File: config.mk
export PLATFORM = sky130hd
export DESIGN_NAME = ld_wb_arbiter
export DESIGN_NICKNAME = d
export VERILOG_FILES = /design/src/rtl/ld_wb_arbiter.sv
export SDC_FILE = /design/constraint.sdc
export NUM_CORES = 1
export LEC_CHECK = 0
export CAP_MARGIN = 10
export CORE_UTILIZATION = 36
export CTS_CLUSTER_SIZE = 30
export DETAILED_ROUTE_END_ITERATION = 10
export PLACE_DENSITY = 0.77
export SLEW_MARGIN = 30
export SYNTH_ARGS = -nofsm -noshare
export SYNTH_HDL_FRONTEND = slang
export SYNTH_SLANG_ARGS = --single-unit
File: constraint.sdc
create_clock -name clk -period 5.4 [get_ports clk]
set_input_delay 0.54 -clock clk [delete_from_list [all_inputs] [get_ports clk]]
set_output_delay 0.54 -clock clk [all_outputs]
set_load 0.005 [all_outputs]
File: src/rtl/ld_wb_arbiter.sv
// Load writeback arbiter: oldest-sqN grant onto the single load result port, registered output stage.
// Optional starvation counters with forced grant are built when LDWB_STARVE_EN is defined.
module ld_wb_arbiter #(
   parameter int NUM_REQ    = 3,
   parameter int STARVE_MAX = 7,
   parameter int SQN_W      = 7,
   parameter int RESULT_W   = 32,
   parameter int TAG_W      = 7,
   parameter int FLAGS_W    = 4
) (
   input  logic                          clk,
   input  logic                          rst,
   input  logic                          IN_branch_taken,
   input  logic [SQN_W-1:0]              IN_branch_sqN,
   input  logic                          IN_portBusy,
   input  logic [NUM_REQ-1:0]            IN_req_valid,
   input  logic [NUM_REQ*RESULT_W-1:0]   IN_req_result,
   input  logic [NUM_REQ*TAG_W-1:0]      IN_req_tagDst,
   input  logic [NUM_REQ*SQN_W-1:0]      IN_req_sqN,
   input  logic [NUM_REQ*FLAGS_W-1:0]    IN_req_flags,
   input  logic [NUM_REQ-1:0]            IN_req_doNotCommit,
   output logic [NUM_REQ-1:0]            OUT_stall,
   output logic                          OUT_uop_valid,
   output logic [RESULT_W-1:0]           OUT_uop_result,
   output logic [TAG_W-1:0]              OUT_uop_tagDst,
   output logic [SQN_W-1:0]              OUT_uop_sqN,
   output logic [FLAGS_W-1:0]            OUT_uop_flags,
   output logic                          OUT_uop_doNotCommit
);

   localparam int IDX_W = (NUM_REQ > 1) ? $clog2(NUM_REQ) : 1;
   localparam int CNT_W = $clog2(STARVE_MAX + 1);

   logic [SQN_W-1:0]   req_sqn  [NUM_REQ];
   logic [SQN_W-1:0]   br_diff  [NUM_REQ];
   logic [SQN_W-1:0]   age_diff;
   logic [NUM_REQ-1:0] elig;
   logic [NUM_REQ-1:0] starved;
   logic [NUM_REQ-1:0] gnt_vec;
   logic               any_elig;
   logic               force_any;
   logic               grant_any;
   logic [IDX_W-1:0]   age_idx;
   logic [IDX_W-1:0]   force_idx;
   logic [IDX_W-1:0]   win_idx;

   logic                out_valid_q,  out_valid_d;
   logic [RESULT_W-1:0] out_result_q, out_result_d;
   logic [TAG_W-1:0]    out_tag_q,    out_tag_d;
   logic [SQN_W-1:0]    out_sqn_q,    out_sqn_d;
   logic [FLAGS_W-1:0]  out_flags_q,  out_flags_d;
   logic                out_dnc_q,    out_dnc_d;

   // Flushed = strictly younger than the branch, i.e. (sqN - branch sqN) signed > 0.
   always_comb begin
      for (int i = 0; i < NUM_REQ; i++) begin
         req_sqn[i] = IN_req_sqN[i*SQN_W +: SQN_W];
         br_diff[i] = req_sqn[i] - IN_branch_sqN;
         elig[i]    = IN_req_valid[i] &&
                      !(IN_branch_taken && (br_diff[i] != '0) && !br_diff[i][SQN_W-1]);
      end
   end

   // Strict "older than" keeps the lower index on equal sqN.
   always_comb begin
      any_elig = 1'b0;
      age_idx  = '0;
      age_diff = '0;
      for (int i = 0; i < NUM_REQ; i++) begin
         age_diff = req_sqn[i] - req_sqn[age_idx];
         if (elig[i] && (!any_elig || age_diff[SQN_W-1])) begin
            age_idx  = IDX_W'(i);
            any_elig = 1'b1;
         end
      end
   end

   always_comb begin
      force_any = 1'b0;
      force_idx = '0;
      for (int i = 0; i < NUM_REQ; i++) begin
         if (starved[i] && !force_any) begin
            force_any = 1'b1;
            force_idx = IDX_W'(i);
         end
      end
      win_idx   = force_any ? force_idx : age_idx;
      grant_any = rst && !IN_portBusy && any_elig;
      gnt_vec   = '0;
      if (grant_any) gnt_vec[win_idx] = 1'b1;
      OUT_stall = ~gnt_vec;
   end

`ifdef LDWB_STARVE_EN
   logic [CNT_W-1:0] starve_cnt_q [NUM_REQ];
   logic [CNT_W-1:0] starve_cnt_d [NUM_REQ];

   // Counters keep counting through port-busy cycles; saturation holds them at the forced-grant level.
   always_comb begin
      for (int i = 0; i < NUM_REQ; i++) begin
         starved[i] = elig[i] && (starve_cnt_q[i] == CNT_W'(STARVE_MAX));
         if (!elig[i] || gnt_vec[i])
            starve_cnt_d[i] = '0;
         else if (starve_cnt_q[i] != CNT_W'(STARVE_MAX))
            starve_cnt_d[i] = starve_cnt_q[i] + 1'b1;
         else
            starve_cnt_d[i] = starve_cnt_q[i];
      end
   end

   always_ff @(posedge clk or negedge rst) begin
      if (!rst) begin
         for (int i = 0; i < NUM_REQ; i++) starve_cnt_q[i] <= '0;
      end else begin
         for (int i = 0; i < NUM_REQ; i++) starve_cnt_q[i] <= starve_cnt_d[i];
      end
   end
`else
   logic unused_starve_max;

   always_comb begin
      starved           = '0;
      unused_starve_max = |CNT_W'(STARVE_MAX);
   end
`endif

   // The stage reloads every cycle, so a flushed output uop is dropped by the reload itself;
   // input flush filtering guarantees a new grant is never younger than the branch.
   always_comb begin
      out_valid_d  = grant_any;
      out_result_d = out_result_q;
      out_tag_d    = out_tag_q;
      out_sqn_d    = out_sqn_q;
      out_flags_d  = out_flags_q;
      out_dnc_d    = out_dnc_q;
      for (int i = 0; i < NUM_REQ; i++) begin
         if (gnt_vec[i]) begin
            out_result_d = IN_req_result[i*RESULT_W +: RESULT_W];
            out_tag_d    = IN_req_tagDst[i*TAG_W +: TAG_W];
            out_sqn_d    = req_sqn[i];
            out_flags_d  = IN_req_flags[i*FLAGS_W +: FLAGS_W];
            out_dnc_d    = IN_req_doNotCommit[i];
         end
      end
   end

   always_ff @(posedge clk or negedge rst) begin
      if (!rst) begin
         out_valid_q  <= 1'b0;
         out_result_q <= '0;
         out_tag_q    <= '0;
         out_sqn_q    <= '0;
         out_flags_q  <= '0;
         out_dnc_q    <= 1'b0;
      end else begin
         out_valid_q  <= out_valid_d;
         out_result_q <= out_result_d;
         out_tag_q    <= out_tag_d;
         out_sqn_q    <= out_sqn_d;
         out_flags_q  <= out_flags_d;
         out_dnc_q    <= out_dnc_d;
      end
   end

   assign OUT_uop_valid       = out_valid_q;
   assign OUT_uop_result      = out_result_q;
   assign OUT_uop_tagDst      = out_tag_q;
   assign OUT_uop_sqN         = out_sqn_q;
   assign OUT_uop_flags       = out_flags_q;
   assign OUT_uop_doNotCommit = out_dnc_q;

endmodule

==> results.sh <==
export IMPL_die_h_um=107
export IMPL_seq_power_share=0.339
export IMPL_grt_usage=0.239
export IMPL_cts_tree="yes"
export IMPL_grt_pass1_wl_mm=21.5
export IMPL_cp_start_kind="input pin"
export IMPL_cts_root_buf="clkbuf_8"
export IMPL_max_clock_freq_ghz=0.187
export IMPL_final_common_cell="clkdlybuf4s50_1"
export IMPL_yosys_cell_types_count=44
export IMPL_min_period_over_period=0.989
export IMPL_arrival_ns=4.80
export IMPL_post_synth_top_area_cell="dfrtp_1"
export IMPL_post_route_min_period_ns=5.34
export IMPL_tns_ns=0
export IMPL_synth_area_per_cell_um2=10.1
export IMPL_maxCapViolations=0
export IMPL_mostFrequentLayoutCells="clkdlybuf4s50_1 (205), mux2i_1 (92), buf_4 (54)"
export IMPL_grt_pass1_vias=4512
export IMPL_via_per_inst=5.35
export IMPL_clock_path_buffers=2
export IMPL_final_layout_size_suffix_gt1_frac=0.186
export IMPL_hold_path_class="input pin to async pin"
export IMPL_drt_wl_total_mm=14.1
export IMPL_clockPowerShare=0.138
export IMPL_ys_ff_latch=52
export IMPL_p_sw_uw=570
export IMPL_grt_setup_unrepaired="true"
export IMPL_ys_flop_type="dfrtp_1"
export IMPL_skew_ns=0
export IMPL_n_antenna_cell=0
export IMPL_synth_area_leaders="dfrtp_1 (33%), mux2i_1 (23%), a22oi_1 (9.1%)"
export IMPL_reg2reg_depth=2
export IMPL_r2r_end="OUT_uop_tagDst[6]$_DFFE_PN0P_"
export IMPL_synth_edff_count=0
export IMPL_grt_busiest_layer="met2"
export IMPL_core_um2=10500
export IMPL_async_flop_share=1.00
export IMPL_antenna_found_initial=0
export IMPL_ant_nets=0
export IMPL_drtPass1Iterations=5
export IMPL_start_util=0.378
export IMPL_met1_usage=0.262
export IMPL_final_util=0.673
export IMPL_drt_initial_drc_count=175
export IMPL_fin_nets=849
export IMPL_switching_share=0.327
export IMPL_grt_met2_usage=0.464
export IMPL_hold_viol_final=0
export IMPL_grt_max_degree=54
export IMPL_dieArea_um2=11400
export IMPL_syn_num_nets=587
export IMPL_relSlewSlack=0.484
export IMPL_yosysSeqAreaShare=0.328
export IMPL_critPathRequiredTime_ns=4.86
export IMPL_portBuffers=221
export IMPL_synth_top_area_frac=0.328
export IMPL_end_kind="primary output"
export IMPL_use_met3=0.0444
export IMPL_drc=0
export IMPL_vias=4233
export IMPL_rrSetupSlack_ns=4.55
export IMPL_r2r_start="OUT_uop_tagDst[6]$_DFFE_PN0P_"
export IMPL_path_clk_slew_ns=0.10
export IMPL_h_tree_depth=2
export IMPL_ys_warn_count=0
export IMPL_clock_sinks=52
export IMPL_pwr_share_comb=0.523
export IMPL_startpoint="IN_branch_sqN[1]"
export IMPL_ctsHoldBuffers=0
export IMPL_grt_ovfl_total=0
export IMPL_holdWs_ns=0.336
export IMPL_status="complete, no violations"
export IMPL_drv_slew=0
export IMPL_place_area_um2=6610
export IMPL_rows=37
export IMPL_crit_fanout=6
export IMPL_gp_congestion=0.923
export IMPL_finalSetupViolations=0
export IMPL_hpwlAfterDp_mm=10.6
export IMPL_clk_latency_ns=0.30
export IMPL_fin_area_um2=7080
export IMPL_p_leak_uw=0.00320
export IMPL_p_per_area_nw_per_um2=246
export IMPL_syn_area_um2=3970
export IMPL_io_pins=222
export IMPL_worst_slew_pin_slew_ns=0.774
export IMPL_critPathKind="input pin to primary output"
export IMPL_die_x_um=107
export IMPL_synthCells=392
export IMPL_p_int_uw=1170
export IMPL_post_drt_wl_per_cell_um=17.8
export IMPL_cts_buffers=5
export IMPL_area_growth_pct=78.4
export IMPL_ir_drop_mv=0.142
## routing by layer
layer | share of wire | routed length [um]
met1 | 0.38 | 5380
met2 | 0.54 | 7570
met3 | 0.062 | 875
met4 | 0.020 | 289
met5 | 0 | 0
## kinds of logic after synthesis
| family | synth area share |
|---|---|
| AO/OA/AOI/OAI | 0.191 |
| multiplexers | 0.232 |
| AND/OR/NAND/NOR | 0.0883 |
| flip-flops | 0.328 |
| buffers and inverters | 0.0501 |
| adder cells (fa/ha/maj) | 0.0883 |
| XOR/XNOR | 0.0221 |
## critical path, stage by stage
cell and delay [ns]:
clkdlybuf4s50_1 0.47, inv_2 0.08, ha_4 0.28, nor2b_1 0.19, o21ai_2 0.09, a31oi_2 0.25
a2111oi_4 0.08, or3b_4 0.41, and2_4 0.19, a21oi_4 0.19, ha_4 0.22, a21o_1 0.21
a21oi_4 0.17, nand2_2 0.09, a211oi_4 0.28, nand2_1 0.10, a21oi_2 0.13, a311oi_2 0.08
xor2_2 0.18, buf_4 0.17, o21ai_4 0.15, nand2b_4 0.15, buf_6 0.10
## stage by stage
step / power (uW) / instances / setup slack (ns)
floorplan: 914 / 392 / 0.0213
global placement: 1420 / 776 / -0.704
detailed placement: 1440 / 776 / -0.908
CTS: 1720 / 786 / 0.00667
global route: 1850 / 791 / -0.135
finish: 1740 / 791 / 0.0599
## power by group through the flow
stage / clock (uW) / combinational [uW] / sequential [uW]
2_1_floorplan: 0 / 316 / 598
3_3_place_gp: 0 / 828 / 593
3_5_place_dp: 0 / 848 / 594
4_1_cts: 249 / 883 / 592
5_1_grt: 264 / 984 / 606
6_report: 240 / 912 / 592
## how the worst max path moves through the flow
stage                   end  slack [ns]  cells past startpoint
5_1_grt        OUT_stall[0]       -0.13                     23
3_5_place_dp   OUT_stall[0]       -0.91                     22
3_3_place_gp   OUT_stall[0]       -0.70                     21
2_1_floorplan  OUT_stall[0]        0.02                     20
4_1_cts        OUT_stall[2]       0.007                     22
6_report       OUT_stall[0]        0.06                     23
## Yosys cell counts, drive strengths merged (2+ instances only)
cell type   n
a2111oi     4
a21o        3
a21oi      17
a22oi      48
a31oi       2
and2        2
and4        2
buf         6
clkbuf     14
dfrtp      52
ha         28
inv        23
mux2i      92
nand2       7
nand2b     17
nand3       3
nor2       12
nor2b      10
nor3        3
o2111ai     3
o21a        3
o21ai       9
o221ai      6
o41ai       2
or2         2
xnor2       6
xor2        4
## registers in the layout, summed over array words and instances (netlist names)
signal	count
OUT_uop_flags	4
OUT_uop_result	32
OUT_uop_doNotCommit	1
OUT_uop_sqN	7
OUT_uop_valid	1
OUT_uop_tagDst	7
## final cells by class
| class | count | area [um2] |
|---|---|---|
| Clock buffer | 5 | 68.8 |
| Clock inverter | 3 | 27.5 |
| Fill cell | 795 | 3430 |
| Inverter | 23 | 88.8 |
| Multi-Input combinational cell | 297 | 2810 |
| Sequential cell | 52 | 1300 |
| Tap cell | 136 | 170 |
| Timing Repair Buffer | 275 | 2610 |
## what timing repair did
item,CTS,global route
endpoints found under the setup margin,54,54
setup buffers,2,5
pin swaps,16,29
gates resized for setup,38,60
cloned,0,0
Power figures use the tool's default switching activity.
